File: config.mk
export PLATFORM = sky130hd
export DESIGN_NAME = factor_game_ctrl
export DESIGN_NICKNAME = d
export VERILOG_FILES = /design/src/rtl/factor_pkg.sv /design/src/rtl/factor_que_gen.sv /design/src/rtl/factor_game_ctrl.sv
export SDC_FILE = /design/constraint.sdc
export NUM_CORES = 1
export LEC_CHECK = 0
export ABC_AREA = 1
export BUFFER_PORTS_ARGS = -buffer_cell sky130_fd_sc_hd__buf_2
export CAP_MARGIN = 20
export CORE_MARGIN = 4
export CORE_UTILIZATION = 40
export DETAILED_ROUTE_END_ITERATION = 8
export GPL_TIMING_DRIVEN = 0
export HOLD_SLACK_MARGIN = 0.08
export MAX_ROUTING_LAYER = met4
export RECOVER_POWER = 50
export SETUP_SLACK_MARGIN = 0.5
export SYNTH_ARGS = -nofsm -noshare
export SYNTH_HDL_FRONTEND = slang
export SYNTH_SLANG_ARGS = --single-unit
File: constraint.sdc
create_clock -name CLK -period 21.2 [get_ports CLK]
set_clock_uncertainty 0.05 [all_clocks]
set_input_delay 4.24 -clock CLK [delete_from_list [all_inputs] [get_ports CLK]]
set_output_delay 4.24 -clock CLK [all_outputs]
set_load 0.005 [all_outputs]
File: src/rtl/factor_pkg.sv
// Shared definitions for the factorization game controller: display state
// codes, score ceiling and the prime selection decode.
package factor_pkg;

   localparam logic [3:0] ST_READY    = 4'b0010;
   localparam logic [3:0] ST_QUESTION = 4'b0011;
   localparam logic [3:0] ST_INPUT    = 4'b0100;
   localparam logic [3:0] ST_RIGHT    = 4'b0111;
   localparam logic [3:0] ST_FAIL     = 4'b1000;

   localparam logic [3:0] SCORE_MAX = 4'd9;

   typedef enum logic [3:0] {
      S_READY    = ST_READY,
      S_QUESTION = ST_QUESTION,
      S_INPUT    = ST_INPUT,
      S_RIGHT    = ST_RIGHT,
      S_FAIL     = ST_FAIL
   } state_t;

   function automatic logic [2:0] prime_of(input logic [3:0] din);
      case (din)
         4'd1:    prime_of = 3'd2;
         4'd2:    prime_of = 3'd3;
         4'd3:    prime_of = 3'd5;
         4'd4:    prime_of = 3'd7;
         default: prime_of = 3'd1;
      endcase
   endfunction

endpackage

File: src/rtl/factor_que_gen.sv
// Free-running 2..9 question counter; the current value is captured into
// que when latch is pulsed.
module factor_que_gen (
   input  logic       clk,
   input  logic       rst,
   input  logic       latch,
   output logic [3:0] que
);

   logic [3:0] cnt;

   always_ff @(posedge clk or posedge rst) begin
      if (rst) begin
         cnt <= 4'd2;
         que <= 4'd0;
      end else begin
         cnt <= (cnt == 4'd9) ? 4'd2 : cnt + 4'd1;
         if (latch)
            que <= cnt;
      end
   end

endmodule

File: src/rtl/factor_game_ctrl.sv
// Round sequencer for the factorization game: READY -> QUESTION -> INPUT ->
// RIGHT/FAIL -> READY. Define FACTOR_TIMEOUT_EN to fail an idle INPUT phase.
module factor_game_ctrl
   import factor_pkg::*;
#(
   parameter int SHOW_CYC    = 50_000_000,
   parameter int RESULT_CYC  = 50_000_000,
   parameter int TIMEOUT_CYC = 250_000_000
) (
   input  logic       CLK,
   input  logic       RST,
   input  logic       BTN_START,
   input  logic       BTN_NEXT,
   input  logic       BTN_ENTER,
   output logic [3:0] STATE,
   output logic [3:0] QUE,
   output logic [3:0] DIN,
   output logic [3:0] SCORE
);

   localparam int MAX_SR = (SHOW_CYC > RESULT_CYC) ? SHOW_CYC : RESULT_CYC;
   localparam int MAX_C  = (MAX_SR > TIMEOUT_CYC) ? MAX_SR : TIMEOUT_CYC;
   localparam int HW     = $clog2(MAX_C) + 1;

   state_t        state_q, state_d;
   logic [HW-1:0] hold_q, hold_d;
   logic [5:0]    prod_q, prod_d;
   logic [3:0]    din_q, din_d;
   logic [3:0]    score_q, score_d;
   logic          latch;
   logic [5:0]    np;
   logic [5:0]    que6;

`ifdef FACTOR_TIMEOUT_EN
   logic [HW-1:0] to_q, to_d;
`endif

   factor_que_gen u_que (
      .clk   (CLK),
      .rst   (RST),
      .latch (latch),
      .que   (QUE)
   );

   // Product never exceeds QUE (<= 9), so the 6-bit product cannot overflow.
   assign np   = prod_q * {3'b000, prime_of(din_q)};
   assign que6 = {2'b00, QUE};

   always_ff @(posedge CLK or posedge RST) begin
      if (RST) begin
         state_q <= S_READY;
         hold_q  <= '0;
         prod_q  <= 6'd1;
         din_q   <= 4'd0;
         score_q <= 4'd0;
`ifdef FACTOR_TIMEOUT_EN
         to_q    <= '0;
`endif
      end else begin
         state_q <= state_d;
         hold_q  <= hold_d;
         prod_q  <= prod_d;
         din_q   <= din_d;
         score_q <= score_d;
`ifdef FACTOR_TIMEOUT_EN
         to_q    <= to_d;
`endif
      end
   end

   always_comb begin
      state_d = state_q;
      hold_d  = hold_q;
      prod_d  = prod_q;
      din_d   = din_q;
      score_d = score_q;
      latch   = 1'b0;
`ifdef FACTOR_TIMEOUT_EN
      to_d    = to_q;
`endif
      case (state_q)
         S_READY: begin
            if (BTN_START) begin
               latch   = 1'b1;
               state_d = S_QUESTION;
               prod_d  = 6'd1;
               hold_d  = HW'(SHOW_CYC - 1);
            end
         end
         S_QUESTION: begin
            if (hold_q == '0) begin
               state_d = S_INPUT;
               din_d   = 4'd1;
`ifdef FACTOR_TIMEOUT_EN
               to_d    = '0;
`endif
            end else begin
               hold_d = hold_q - HW'(1);
            end
         end
         S_INPUT: begin
            // ENTER takes priority; a coincident NEXT is dropped.
            if (BTN_ENTER) begin
`ifdef FACTOR_TIMEOUT_EN
               to_d = '0;
`endif
               if (np == que6) begin
                  state_d = S_RIGHT;
                  hold_d  = HW'(RESULT_CYC - 1);
                  din_d   = 4'd0;
                  score_d = (score_q == SCORE_MAX) ? SCORE_MAX : score_q + 4'd1;
               end else if ((np > que6) || ((que6 % np) != 6'd0)) begin
                  state_d = S_FAIL;
                  hold_d  = HW'(RESULT_CYC - 1);
                  din_d   = 4'd0;
               end else begin
                  prod_d = np;
                  din_d  = 4'd1;
               end
            end else if (BTN_NEXT) begin
               din_d = (din_q == 4'd4) ? 4'd1 : din_q + 4'd1;
`ifdef FACTOR_TIMEOUT_EN
               to_d  = '0;
`endif
            end
`ifdef FACTOR_TIMEOUT_EN
            else if (to_q == HW'(TIMEOUT_CYC - 1)) begin
               state_d = S_FAIL;
               hold_d  = HW'(RESULT_CYC - 1);
               din_d   = 4'd0;
            end else begin
               to_d = to_q + HW'(1);
            end
`endif
         end
         S_RIGHT, S_FAIL: begin
            if (hold_q == '0)
               state_d = S_READY;
            else
               hold_d = hold_q - HW'(1);
         end
         default: state_d = S_READY;
      endcase
   end

   assign STATE = state_q;
   assign DIN   = din_q;
   assign SCORE = score_q;

endmodule

* After elaboration in Yosys (flattened, before gate mapping)
Cells that the tools add are included.
** Cells by class
- Add/subtract/negate cells :: 4
- $mul :: 1
- Divide/modulo/power cells :: 1
- $lt $le $gt $ge :: 1
- Equality and inequality tests :: 21
- Muxes and demuxes :: 30
- Reductions and logical operators :: 13
** Operators with widths (count)
- $mux 29 :: 5
- $pmux 29 s3 :: 1
- $mux 4 :: 12
- $logic_not 29->1 :: 1
- $sub 29x1->29 const B :: 1
- $mux 6 :: 4
- $eq 4x2->1 const B :: 4
- $pmux 4 s4 :: 1
- $reduce_and 5->1 :: 3
- $ne 2x2->1 const B :: 7
- $add 4x1->4 const B :: 3
- $eq 4x3->1 const B :: 3
- $eq 4x4->1 const B :: 3
- $pmux 3 s4 :: 1
- $pmux 6 s2 :: 1
- $pmux 4 s2 :: 1
- $eq 6x4->1 :: 1
- $gt 6x4->1 :: 1
- $mod 4x6->6 :: 1
- $mul 6x3->6 :: 1
- $ne 3x3->1 const B :: 2
- $reduce_and 3->1 :: 2
- $reduce_bool 6->1 :: 1
- $eq 4x1->1 const B :: 1
- 6 further kinds :: 10
** Storage, ports and cells
- Register bits after elaboration :: 55

* Logic depth before layout (Yosys ltp)
- Depth after elaboration :: 10
- Depth in mapped cells :: 72

* By module
A second synthesis with hierarchy kept.
** Unflattened totals
- Cells, all modules :: 715
- Area, all modules :: 4788.3 µm²
** Modules (own cells, without submodules)
- factor_game_ctrl :: instances 1, cells an instance 681, area an instance 4454.3 µm²
- factor_que_gen :: instances 1, cells an instance 34, area an instance 334.1 µm²

* Worst setup path after synthesis
No wires, ideal clock.
- Kind :: register -> register
- Start point :: reg din_q[0] (netlist: DIN[0])
- End point :: reg hold_q[22]
- Library setup time :: 66 ps
- Arrival time :: 8479 ps
- Required time :: 21084 ps
- Path slack :: 12604 ps
- Stages on the path, launching flop included :: 62
- Path buffers :: 2
- Cell sequence :: dfrtp_1 > inv_1 > ha_1 > nand3_2 > nand2_2 > nor2_1 > inv_1 > nand2_1 > fa_1 > inv_1 > ha_1 > inv_1 > fa_1 > xor2_1 > nand4_1 > inv_1 > ha_1 > a21oi_1 > (+26 left out) > ha_1 > a21oi_1 > nand2_1 > or2_2 > nand2_1 > nand3_1 > nand2_1 > nand4_1 > or2_2 > nand2_1 > nand2_2 > nor2_4 > nand2_4 > nand3_2 > buf_6 > buf_8 > nand2_2 > nand2_1
** Between the ends
- Word-level cells in the longest chain between the ends :: 8
** Ends and longest elaborated chain
- start: declaration :: RTL line factor_game_ctrl.sv:28 : logic [3:0] din_q, din_d;
- start signal: assignment :: RTL line factor_game_ctrl.sv:63 : din_q <= din_d;
- $eq 4x3->1, or another cell as far along :: RTL line factor_pkg.sv:22 : case (din)
- $pmux 3 s4 * :: RTL line factor_pkg.sv:22
- $mul 6x3->6 * :: RTL line factor_game_ctrl.sv:46 : assign np = prod_q * {3'b000, prime_of(din_q)};
- $mod 4x6->6 :: RTL line factor_game_ctrl.sv:112 : end else if ((np > que6) || ((que6 % np) != 6'd0)) begin
- $reduce_bool 6->1 :: RTL line factor_game_ctrl.sv:112
- $logic_or 1x1->1 :: RTL line factor_game_ctrl.sv:112
- $ne 3x3->1 (no source line)
- $reduce_and 5->1 (no source line)
- end signal: assignment :: RTL line factor_game_ctrl.sv:61 : hold_q <= hold_d;
- end: declaration :: RTL line factor_game_ctrl.sv:26 : logic [HW-1:0] hold_q, hold_d;
Every way passes the cells marked *; elsewhere a longest branch is shown, timed or not. The select of a mux whose other input is x is not followed.
A chain may end at the register's enable or synchronous reset.

* Worst setup path in the final report
- Start point :: reg din_q[0] (netlist: DIN[0])
- End point :: reg prod_q[3]
** Between the ends
- Word-level cells in the longest chain between the ends :: 8
** Ends and longest elaborated chain
- $eq 4x3->1, or another cell as far along :: RTL line factor_pkg.sv:22
- $pmux 3 s4 * :: RTL line factor_pkg.sv:22
- $mul 6x3->6 * :: RTL line factor_game_ctrl.sv:46
- $mod 4x6->6 :: RTL line factor_game_ctrl.sv:112
- $reduce_bool 6->1 :: RTL line factor_game_ctrl.sv:112
- $logic_or 1x1->1 :: RTL line factor_game_ctrl.sv:112
- $ne 2x2->1 (no source line)
- $reduce_and 5->1 (no source line)
- end signal: assignment :: RTL line factor_game_ctrl.sv:62 : prod_q <= prod_d;
- end: declaration :: RTL line factor_game_ctrl.sv:27 : logic [5:0] prod_q, prod_d;
Marks and branches as above.

==> run metrics <==
CP top delay family=simple AND/OR/NAND/NOR gates; WP data required=21,340 ps; crit path launch type=flop; Max clock buf depth=2; crit path DAT=9600 ps; failing checks=capacitance limit, slew limit; Max-Cap Viols=1; fmax=106 MHz; synth top area cells=dfrtp_1 (27%), nand2_1 (15%), ha_1 (9.2%); placed instance area=0.00519 mm2; DR WL/cell=13.5 um; crit end category=flop; Worst-path clk slew=70 ps; Post-Route Setup TNS=0 ps; setup violators final=0; post-synthesis average cell area=6.73 um2; Die H=119 um; Post-synth top cells=nand2_1 (192), inv_1 (98), nor2_1 (90); non-filler instance count after layout=904; hpwl dp=9.79 mm; final hold violations=0; IO Count=21; post_cts resized=0; number of global-route vias before repair=4,558; post-route minimum period=9460 ps; Cells after DPL=895; Slew headroom=-32.3%; Initial Util=40.7%; final period utilization=44.6%; nets@finish=802; maximum fanout along the worst path=10; Post-synth EDFFs=0; worst min path class=reg2reg; Placer Congestion=0.908; chip width=119 um; Setup Crit Path Kind=reg2reg; Core Area=0.0120 mm2; sequential area share after synthesis=28.2%; maximum number of pins on one net before global-route repair=37; Crit path buffers/inverters=10; Routed Antenna Nets=0; RSZ-0062 raised after global routing=false; initial antenna violation count=0; Via density=5.09; Post-Synthesis Cells=727; number of DRC markers in iteration 0=272; Syn. warnings=0; grt total ovfl=0; CTS Buf Count=5; cell with the most instances after synthesis=nand2_1; post-synth cell types=41; crit-path most repeated cell=nand2_1; Mapped Area=0.00489 mm2; CTS tree=done; post-synth top area share=26.6%; Crit path largest cell delay=470 ps; Primary FF master, synth=dfrtp_1; port buffer count=19; first-pass GRT wire length=21.2 mm; P&R area growth vs syn=9.26%; die area=0.0141 mm2; hold_buf cts=0; global-route usage over all layers=18.4%; outcome=complete, but fails checks; register bit total from synthesis=55; clock root buffer=clkbuf_16; worst slew pin tran=1980 ps; asr flop ratio synth=100%; clk_lat worst skew=300 ps; clk sink count=55; postcts setup bufs=0; finished layout cell area=0.00535 mm2; row count=40; overall routed net length=12.2 mm; Max H-tree Level=2; share of cells above drive strength 1=10.6%; first drt pass iteration count=5; post-synth top area cell=dfrtp_1; Vias=4,599; drt drc=0; Worst path slowest cell=dfrtp_1; Max Slew Vio Count=37; # diodes=0
area by class of cell:
type	count	area (um2)
fillers	1285	6670
multi-input cells	554	3040
flip-flops and latches	55	1380
inverters	102	384
well taps	147	184
clock buffers	7	153
repair buffers	21	105
plain buffers	17	95.1
clock inverters	1	7.51
through the flow:
step / setup slack, ps / utilization [%] / hold WS [ps]
finish: 11740 / 44.5 / 428
global route: 10620 / 44.5 / 451
CTS: 11160 / 44.6 / 430
detailed placement: 11220 / 43.3 / 419
global placement: 11390 / 43.1 / 421
floorplan: 12600 / - / 401
kinds of logic after synthesis:
logic type / share of synthesized area [%]
xor gates and xnor gates: 3.94
adders and majority gates: 11.3
DFF: 28.2
buffers and inverters: 9.79
other: 0.0767
and+or+nand+nor: 41.2
AOI/OAI and AO/OA: 5.55
per-layer routing:
metal | routed length [um] | GRT usage, %
met3 | 352 | 1.67
met5 | 0 | -
met2 | 6000 | 32.1
met4 | 141 | 4.20
met1 | 5700 | 23.0
worst paths after layout:
path,from,to,slack [ps],cells after the start
hold reg to reg,prod_q[0],prod_q[0],430,2
setup reg to reg,DIN[0],prod_q[3],11740,66
hold / removal,prod_q[0],prod_q[0],430,2
setup / recovery,DIN[0],prod_q[3],11740,66
min in group asynchronous,RST,hold_q[0],4020,2
max in group asynchronous,RST,hold_q[14],14770,3
tightest hold or removal path, delay by kind of cell, from the launching register on:
| family | cells | cell delay [ps] |
|---|---|---|
| AND/OR/NAND/NOR | 2 | 100 |
| flip-flops | 1 | 380 |
state kept, by name, summed over array words and instances (netlist names):
signal,flops
hold_q,29
prod_q,6
DIN,4
SCORE,4
STATE,4
u_que.cnt,4
u_que.que,4
cells in the final DEF (no fill, tap or decap), types with 3 or more instances in the layout:
| cell | count |
|---|---|
| nor3_1 | 9 |
| inv_1 | 98 |
| or2_2 | 20 |
| nand4_1 | 45 |
| ha_1 | 36 |
| o21ai_0 | 16 |
| xnor2_1 | 8 |
| nand3_1 | 59 |
| nand2_1 | 192 |
| a21oi_1 | 19 |
| clkbuf_16 | 5 |
| nor2_1 | 90 |
| clkbuf_1 | 11 |
| dfrtp_1 | 52 |
| xor2_1 | 14 |
| nand3_2 | 3 |
| buf_2 | 22 |
| fa_1 | 5 |
| nand2_2 | 14 |
Power is left out: the tool's default activity adds up to more than one toggle a clock period on the data nets, which glitch-free logic cannot reach.
